<file path="src/rtl/onehot_decoder_seq_pkg.sv">
// Shared types and constants for the registered one-hot decoder.
package onehot_decoder_seq_pkg;

  typedef enum logic [1:0] {
    IDLE  = 2'd0,
    HOLD  = 2'd1,
    PULSE = 2'd2
  } state_t;

  localparam logic MODE_LEVEL = 1'b0;
  localparam logic MODE_PULSE = 1'b1;

endpackage

</file>
<file path="src/rtl/onehot_decoder_seq_pulse_timer.sv">
// Loadable down-counter that sets the high time of a pulse-mode output.
module pulse_timer #(
  parameter int unsigned PULSE_LEN = 4,
  localparam int unsigned CNT_W = $clog2(PULSE_LEN + 1)
) (
  input  logic             clk,
  input  logic             rst_n,
  input  logic             clear,
  input  logic             load,
  input  logic             dec,
  output logic [CNT_W-1:0] value,
  output logic             done_c
);

  localparam logic [CNT_W-1:0] LOAD_VAL = CNT_W'(PULSE_LEN - 1);

  // Saturates at zero; only a load moves it back up.
  always_ff @(posedge clk or negedge rst_n) begin
    if (!rst_n) begin
      value <= '0;
    end else if (clear) begin
      value <= '0;
    end else if (load) begin
      value <= LOAD_VAL;
    end else if (dec && (value != '0)) begin
      value <= value - CNT_W'(1);
    end
  end

  assign done_c = (value == '0);

endmodule

</file>
<file path="src/rtl/onehot_decoder_seq.sv">
// Registered binary-to-one-hot decoder with valid/ready intake and level or
// fixed-length pulse output modes; out-of-range codes raise a sticky error.
module onehot_decoder_seq
  import onehot_decoder_seq_pkg::*;
#(
  parameter int unsigned IN_W      = 2,
  parameter int unsigned N_OUT     = 4,
  parameter int unsigned PULSE_LEN = 4
) (
  input  logic             clk,
  input  logic             rst_n,
  input  logic             in_valid,
  output logic             in_ready,
  input  logic [IN_W-1:0]  in_code,
  input  logic             mode,
  input  logic             en,
  input  logic             clear,
  output logic [N_OUT-1:0] dec_out,
  output logic             out_valid,
  output logic             err
);

  localparam int unsigned CODE_W = IN_W + 1;
  localparam int unsigned CNT_W  = $clog2(PULSE_LEN + 1);

  state_t             state, state_nxt;
  logic [N_OUT-1:0]   dec_nxt;
  logic               err_nxt;
  logic               accept_c;
  logic               in_range_c;
  logic [N_OUT-1:0]   onehot_c;
  logic               tmr_load;
  logic               tmr_dec;
  logic               tmr_done_c;
  logic [CNT_W-1:0]   tmr_value;

  assign in_ready   = en & ~clear & (state != PULSE);
  assign accept_c   = in_valid & in_ready;
  // Extra bit so N_OUT == 2**IN_W is representable in the compare.
  assign in_range_c = ({1'b0, in_code} < CODE_W'(N_OUT));
  assign onehot_c   = N_OUT'(1) << in_code;

  pulse_timer #(.PULSE_LEN(PULSE_LEN)) u_timer (
    .clk    (clk),
    .rst_n  (rst_n),
    .clear  (clear),
    .load   (tmr_load),
    .dec    (tmr_dec),
    .value  (tmr_value),
    .done_c (tmr_done_c)
  );

  // Next-state and next-output decode.
  always_comb begin
    state_nxt = state;
    dec_nxt   = dec_out;
    err_nxt   = err;
    tmr_load  = 1'b0;
    tmr_dec   = 1'b0;
    if (clear) begin
      state_nxt = IDLE;
      dec_nxt   = '0;
      err_nxt   = 1'b0;
    end else if (state == PULSE) begin
      if (tmr_done_c) begin
        state_nxt = IDLE;
        dec_nxt   = '0;
      end else begin
        tmr_dec = 1'b1;
      end
    end else if (accept_c) begin
      if (in_range_c) begin
        dec_nxt = onehot_c;
        if (mode == MODE_PULSE) begin
          state_nxt = PULSE;
          tmr_load  = 1'b1;
        end else begin
          state_nxt = HOLD;
        end
      end else begin
        state_nxt = IDLE;
        dec_nxt   = '0;
        err_nxt   = 1'b1;
      end
    end
  end

  always_ff @(posedge clk or negedge rst_n) begin
    if (!rst_n) begin
      state     <= IDLE;
      dec_out   <= '0;
      out_valid <= 1'b0;
      err       <= 1'b0;
    end else begin
      state     <= state_nxt;
      dec_out   <= dec_nxt;
      out_valid <= |dec_nxt;
      err       <= err_nxt;
    end
  end

  // The timer only holds a non-zero count while a pulse is running.
  a_timer_idle : assert property (@(posedge clk) disable iff (!rst_n)
    (state != PULSE) |-> (tmr_value == '0));

endmodule

</file>
<file path="config.mk">
export PLATFORM = sky130hd
export DESIGN_NAME = onehot_decoder_seq
export DESIGN_NICKNAME = d
export VERILOG_FILES = /design/src/rtl/onehot_decoder_seq_pkg.sv /design/src/rtl/onehot_decoder_seq_pulse_timer.sv /design/src/rtl/onehot_decoder_seq.sv
export SDC_FILE = /design/constraint.sdc
export NUM_CORES = 1
export LEC_CHECK = 0
export BUFFER_PORTS_ARGS = -buffer_cell sky130_fd_sc_hd__buf_2
export CORE_AREA = 2 2 39 41
export CTS_CLUSTER_SIZE = 8
export DETAILED_ROUTE_END_ITERATION = 16
export DIE_AREA = 0 0 41 43
export PLACE_DENSITY = 0.75
export SLEW_MARGIN = 20
export SYNTH_ARGS = -nofsm -noshare
export SYNTH_HDL_FRONTEND = slang
export SYNTH_SLANG_ARGS = --single-unit
</file>
<file path="constraint.sdc">
create_clock -name clk -period 2.7 [get_ports clk]
set_input_delay 0.27 -clock clk [delete_from_list [all_inputs] [get_ports clk]]
set_output_delay 0.27 -clock clk [all_outputs]
set_load 0.01 [all_outputs]
</file>
## After elaboration in Yosys (flattened, before gate mapping)

Cells that the tools add are included.

| operators by class | value |
|---|---|
| mux-type cells | 19 |
| reductions and logical operators | 7 |
| shifts and indexed selects | 1 |
| bitwise gates (word level) | 4 |
| add/sub/neg operators | 1 |
| equal/unequal tests | 3 |

Operators by type and width:

| cell | count |
|---|---|
| $mux W4 | 4 |
| $mux W2 | 5 |
| $mux W3 | 3 |
| $reduce_bool A3 Y1 | 3 |
| $mux W1 | 7 |
| $reduce_or A4 Y1 | 1 |
| $shl A1 B2 Y4 const A | 1 |
| $and A1 B1 Y1 | 3 |
| $logic_not A3 Y1 | 1 |
| $ne A3 B3 Y1 const B | 1 |
| $sub A3 B1 Y3 const B | 1 |
| $eq A2 B2 Y1 const B | 1 |
| $ne A2 B2 Y1 const B | 1 |
| $reduce_and A2 Y1 | 1 |
| $logic_and A1 B1 Y1 | 1 |
| $not A1 Y1 | 1 |

| storage, ports and cells | value |
|---|---|
| flip-flop bits (word level) | 10 |
| word-level logic and storage cells | 39 |
| input bits | 8 |

## Depth between registers and ports, before layout

| logic depth | value |
|---|---|
| depth in word-level cells | 9 |
| gate-level depth with buffers | 5 |
| depth with buffers taken out | 5 |

## Hierarchy

From an unflattened synthesis, not the netlist that was laid out.

| unflattened totals | value |
|---|---|
| cell total of the unflattened synthesis | 52 |
| area total of the unflattened synthesis | 600.6 µm² |

Modules (own cells, without submodules):

| module | cells an instance | instances | area an instance (µm²) |
|---|---|---|---|
| onehot_decoder_seq | 32 | 1 | 391.6 |
| pulse_timer | 20 | 1 | 209.0 |

## Least setup slack after synthesis

Ideal clock, no wire load.

| timing | value |
|---|---|
| path type | flip-flop to flip-flop |
| start | register u_timer.value[0] |
| end | register u_timer.value[1] |
| required time | 2584 ps |
| period minus slack after synthesis | 1342 ps |
| arrival time | 1226 ps |
| path buffers | 0 |
| stages on the path, launching flop included | 5 |
| path slack | 1358 ps |
| cells stage by stage | dfrtp_1 inv_1 ha_1 or4_1 o311ai_0 |

| between the ends | value |
|---|---|
| longest elaborated chain between the ends | 6 |
| elaborated cells between the ends (all ways) | 11 |
| those cells by class | 1 x add/sub; 6 x mux; 4 x reduce/logical |

Ends and longest elaborated chain:

| what | line | source |
|---|---|---|
| from (decl) | onehot_decoder_seq_pulse_timer.sv:11 | `output logic [CNT_W-1:0] value,` |
| from (signal assigned) | onehot_decoder_seq_pulse_timer.sv:26 | `value <= value - CNT_W'(1);` |
| branches (longest 6 deep; another with $sub A3 B1 Y3) | -- |  |

Several ways; the timed one is not identified. The select of a mux whose other input is x is not followed.
A chain may end at the register's enable or synchronous reset.

## Worst setup path after layout

| timing | value |
|---|---|
| start | register state[1] |
| end | output port in_ready |

| between the ends | value |
|---|---|
| longest elaborated chain between the ends | 2 |

Ends and longest elaborated chain:

| what | line | source |
|---|---|---|
| from (decl) | onehot_decoder_seq.sv:26 | `state_t state, state_nxt;` |
| from (signal assigned) | onehot_decoder_seq.sv:95 | `state <= state_nxt;` |
| $ne A2 B2 Y1 | onehot_decoder_seq.sv:37 | `assign in_ready = en & ~clear & (state != PULSE);` |
| $and A1 B1 Y1 | onehot_decoder_seq.sv:37 |  |
| to (decl) | onehot_decoder_seq.sv:13 | `output logic in_ready,` |

Every way passes these cells.

==> impl_metrics.toml <==
[place]
gp_congestion = 0.756
io_buffers = 13
place_hpwl_um = 820

[clock_tree]
cts_setup_buffers = 0
numCtsBuffers = 3
cts_hold_buf = 1
ctsResizeCount = 0
clock_latency_ns = 0.26
clk_path_buf_depth = 2
htreeDepth = 1
cts_sinks = 10
tritoncts = "built"
clk_pin_slew_ns = 0.06
clk_root_buffer_cell = "clkbuf_4"

[run]
cap_violations = 0

[min_path]
hp-start = "mode"
hold_end = "state[0]"
hold_depth = 2
min-delay-path-class = "input port to flop"

[timing]
slew_viol_final = 0
finalCriticalPeriod_ns = 1.66
skew_ns = 0.00166
timing.fmax_mhz = 602
rsz0062_at_grt = "no"
tns_ns = 0
setup_viol = 0
finalHoldViolations = 0
fin_crit_sh_pct = 61.5

[grt]
grt_overflow = 0
grt_max_degree = 11
grt_pass1_vias = 421
grt.total_usage_pct = 15.5
grt_pass1_wl_um = 1760
antenna_found_initial = 0

[finish]
nets = 80
regArea_sq_um = 250
num-fill-cells = 123
layout-drive-gt1-share_pct = 40.6
final_core_util_pct = 49.5
syn_to_final_growth_pct = 20.5
diodes = 0
multi_input_area_sq_um = 288

[detailed_routing]
drc = 0
detail_route.wl_per_cell_um = 12.9
wl_um = 1100
drtIter0Drc = 6
viasPerCell = 5.55
antenna_left = 0
vias = 472
dr.pass1.iters = 4

[worst_setup_path]
critPathMaxFanout = 6
cp.arrival_ns = 1.39
ff2ff_setup_slack_ns = 1.26
end_kind = "primary output"
startpoint = "state[1]"
crit_type = "flop to primary output"
crit_path_start_kind = "flop"
path_buf_inv = 1
rr_worst_depth = 5
worstReg2RegStart = "u_timer.value[0]"
crit_chain = "nor2b_2, nor3b_1, buf_2"
required_ns = 2.43
cp_top_family = "simple AND/OR/NAND/NOR gates"
critPathMaxStageDelay_ns = 0.43
r2r_end = "dec_out[1]"
slowest_stage = "dfrtp_1"

[logic_synthesis]
seq_area_frac_synth_pct = 44.1
ys_ff_latch = 10
syn-num-nets = 63
ys_warn_count = 0
postSynthAreaPerCell_sq_um = 10.7
syn_inst = 53
syn-cell-area_sq_um = 568
synthDistinctLibCells = 30

[floorplanning]
die_h_um = 43
fp.dieArea_sq_mm = 0.00176
rows = 14
initial_core_util_pct = 41.0
io_pins = 15
die_x_um = 41
core_area_sq_mm = 0.00138

[power_and_ir_drop]
p_leak_nw = 0.325
power_per_cell_area_mw_per_mm2 = 515
peakVddDrop_uv = 293
total_power_mw = 0.353

[status]
status = "completed"
[worst max-delay path by stage]
| stage | to | depth (start not counted) |
|---|---|---|
| floorplan | u_timer.value[1] | 4 |
| global placement | dec_out[0] | 5 |
| detailed placement | dec_out[1] | 5 |
| CTS | in_ready | 3 |
| global route | in_ready | 3 |
| finish | in_ready | 3 |
[per-stage QoR]
stage               area [sq um]  instances  worst slack (ns)  hold slack, ns
floorplan                    568         53              1.36         -0.0256
global placement             638         80              1.31           0.141
detailed placement           638         80              1.27           0.145
CTS                          684         85              1.06           0.231
global route                 684         85             0.950           0.249
finish                       684         85              1.04           0.236
[synth_stat cells]
cell       n  share of area [%]
a21oi_2    1                1.5
buf_4      2                2.6
nor4b_1    2                3.1
inv_1      4                2.6
nor3_1     1               0.88
o21ai_0    1               0.88
nand3b_1   1                1.3
nor2b_1    1                1.1
a31oi_1    1                1.1
nor4_1     1                1.1
dfrtp_1   10                 44
o311ai_0   1                1.5
o211ai_1   1                1.3
nand2b_1   1                1.1
a211oi_2   1                2.2
a22o_1     1                1.5
nor2b_2    1                1.5
and3b_1    1                1.5
nand2b_4   1                2.4
or4_4      1                2.0
and3_2     1                1.3
nand3_1    1               0.88
nor3b_1    1                1.3
or4_1      3                4.0
nand2_1    3                2.0
a311oi_1   1                1.5
a31o_2     5                7.7
nor2_1     1               0.66
conb_1     1               0.66
ha_1       2                4.4
[metal layers]
layer / up-vias / wire [um] / global-route usage, %
met1: 217 / 531 / 20.3
met3: 4 / 58 / 4.71
met4: 0 / 25 / 10.0
met2: 19 / 483 / 21.3
met5: - / 0 / 0
li1: 232 / - / -
[layout by cell type, fill, tap and decap left out, types with 2 or more instances in the layout]
| master | Yosys | final |
|---|---|---|
| a31o_2 | 5 | 5 |
| nand2_1 | 3 | 3 |
| nor4b_1 | 2 | 2 |
| ha_1 | 2 | 2 |
| or4_1 | 3 | 3 |
| dfrtp_1 | 10 | 10 |
| clkbuf_4 | 0 | 3 |
| buf_2 | 0 | 13 |
| inv_1 | 4 | 4 |
[power breakdown]
group | total (mW) | internal [mW] | leakage, nW | switching (mW)
clock | 0.132 | 0.0818 | 0.0210 | 0.0499
sequential | 0.163 | 0.158 | 0.136 | 0.00552
combinational | 0.0577 | 0.0249 | 0.168 | 0.0328
[registers in the layout (all words and copies together) (netlist names)]
register       count
u_timer.value      3
dec_out            4
state              2
out_valid          1
[kinds of logic (layout without fill, tap and decap cells)]
| kind of cell | after synthesis | count (layout) | synth area share [%] |
|---|---|---|---|
| compound gates | 13 | 13 | 19.4 |
| flops | 10 | 10 | 44.1 |
| buf+inv | 6 | 22 | 5.28 |
| simple gates | 21 | 21 | 26.2 |
| other cells | 1 | 1 | 0.660 |
| fa+ha+maj | 2 | 2 | 4.40 |
[cell type report]
cell class              count  area share (%)
multi-input cells          37            42.0
clock buffers               4            5.30
well taps                  16            2.93
flip-flops and latches     10            36.6
inverters                   4            2.19
repair buffers             14            11.0
(Power assumes the default switching activity.)
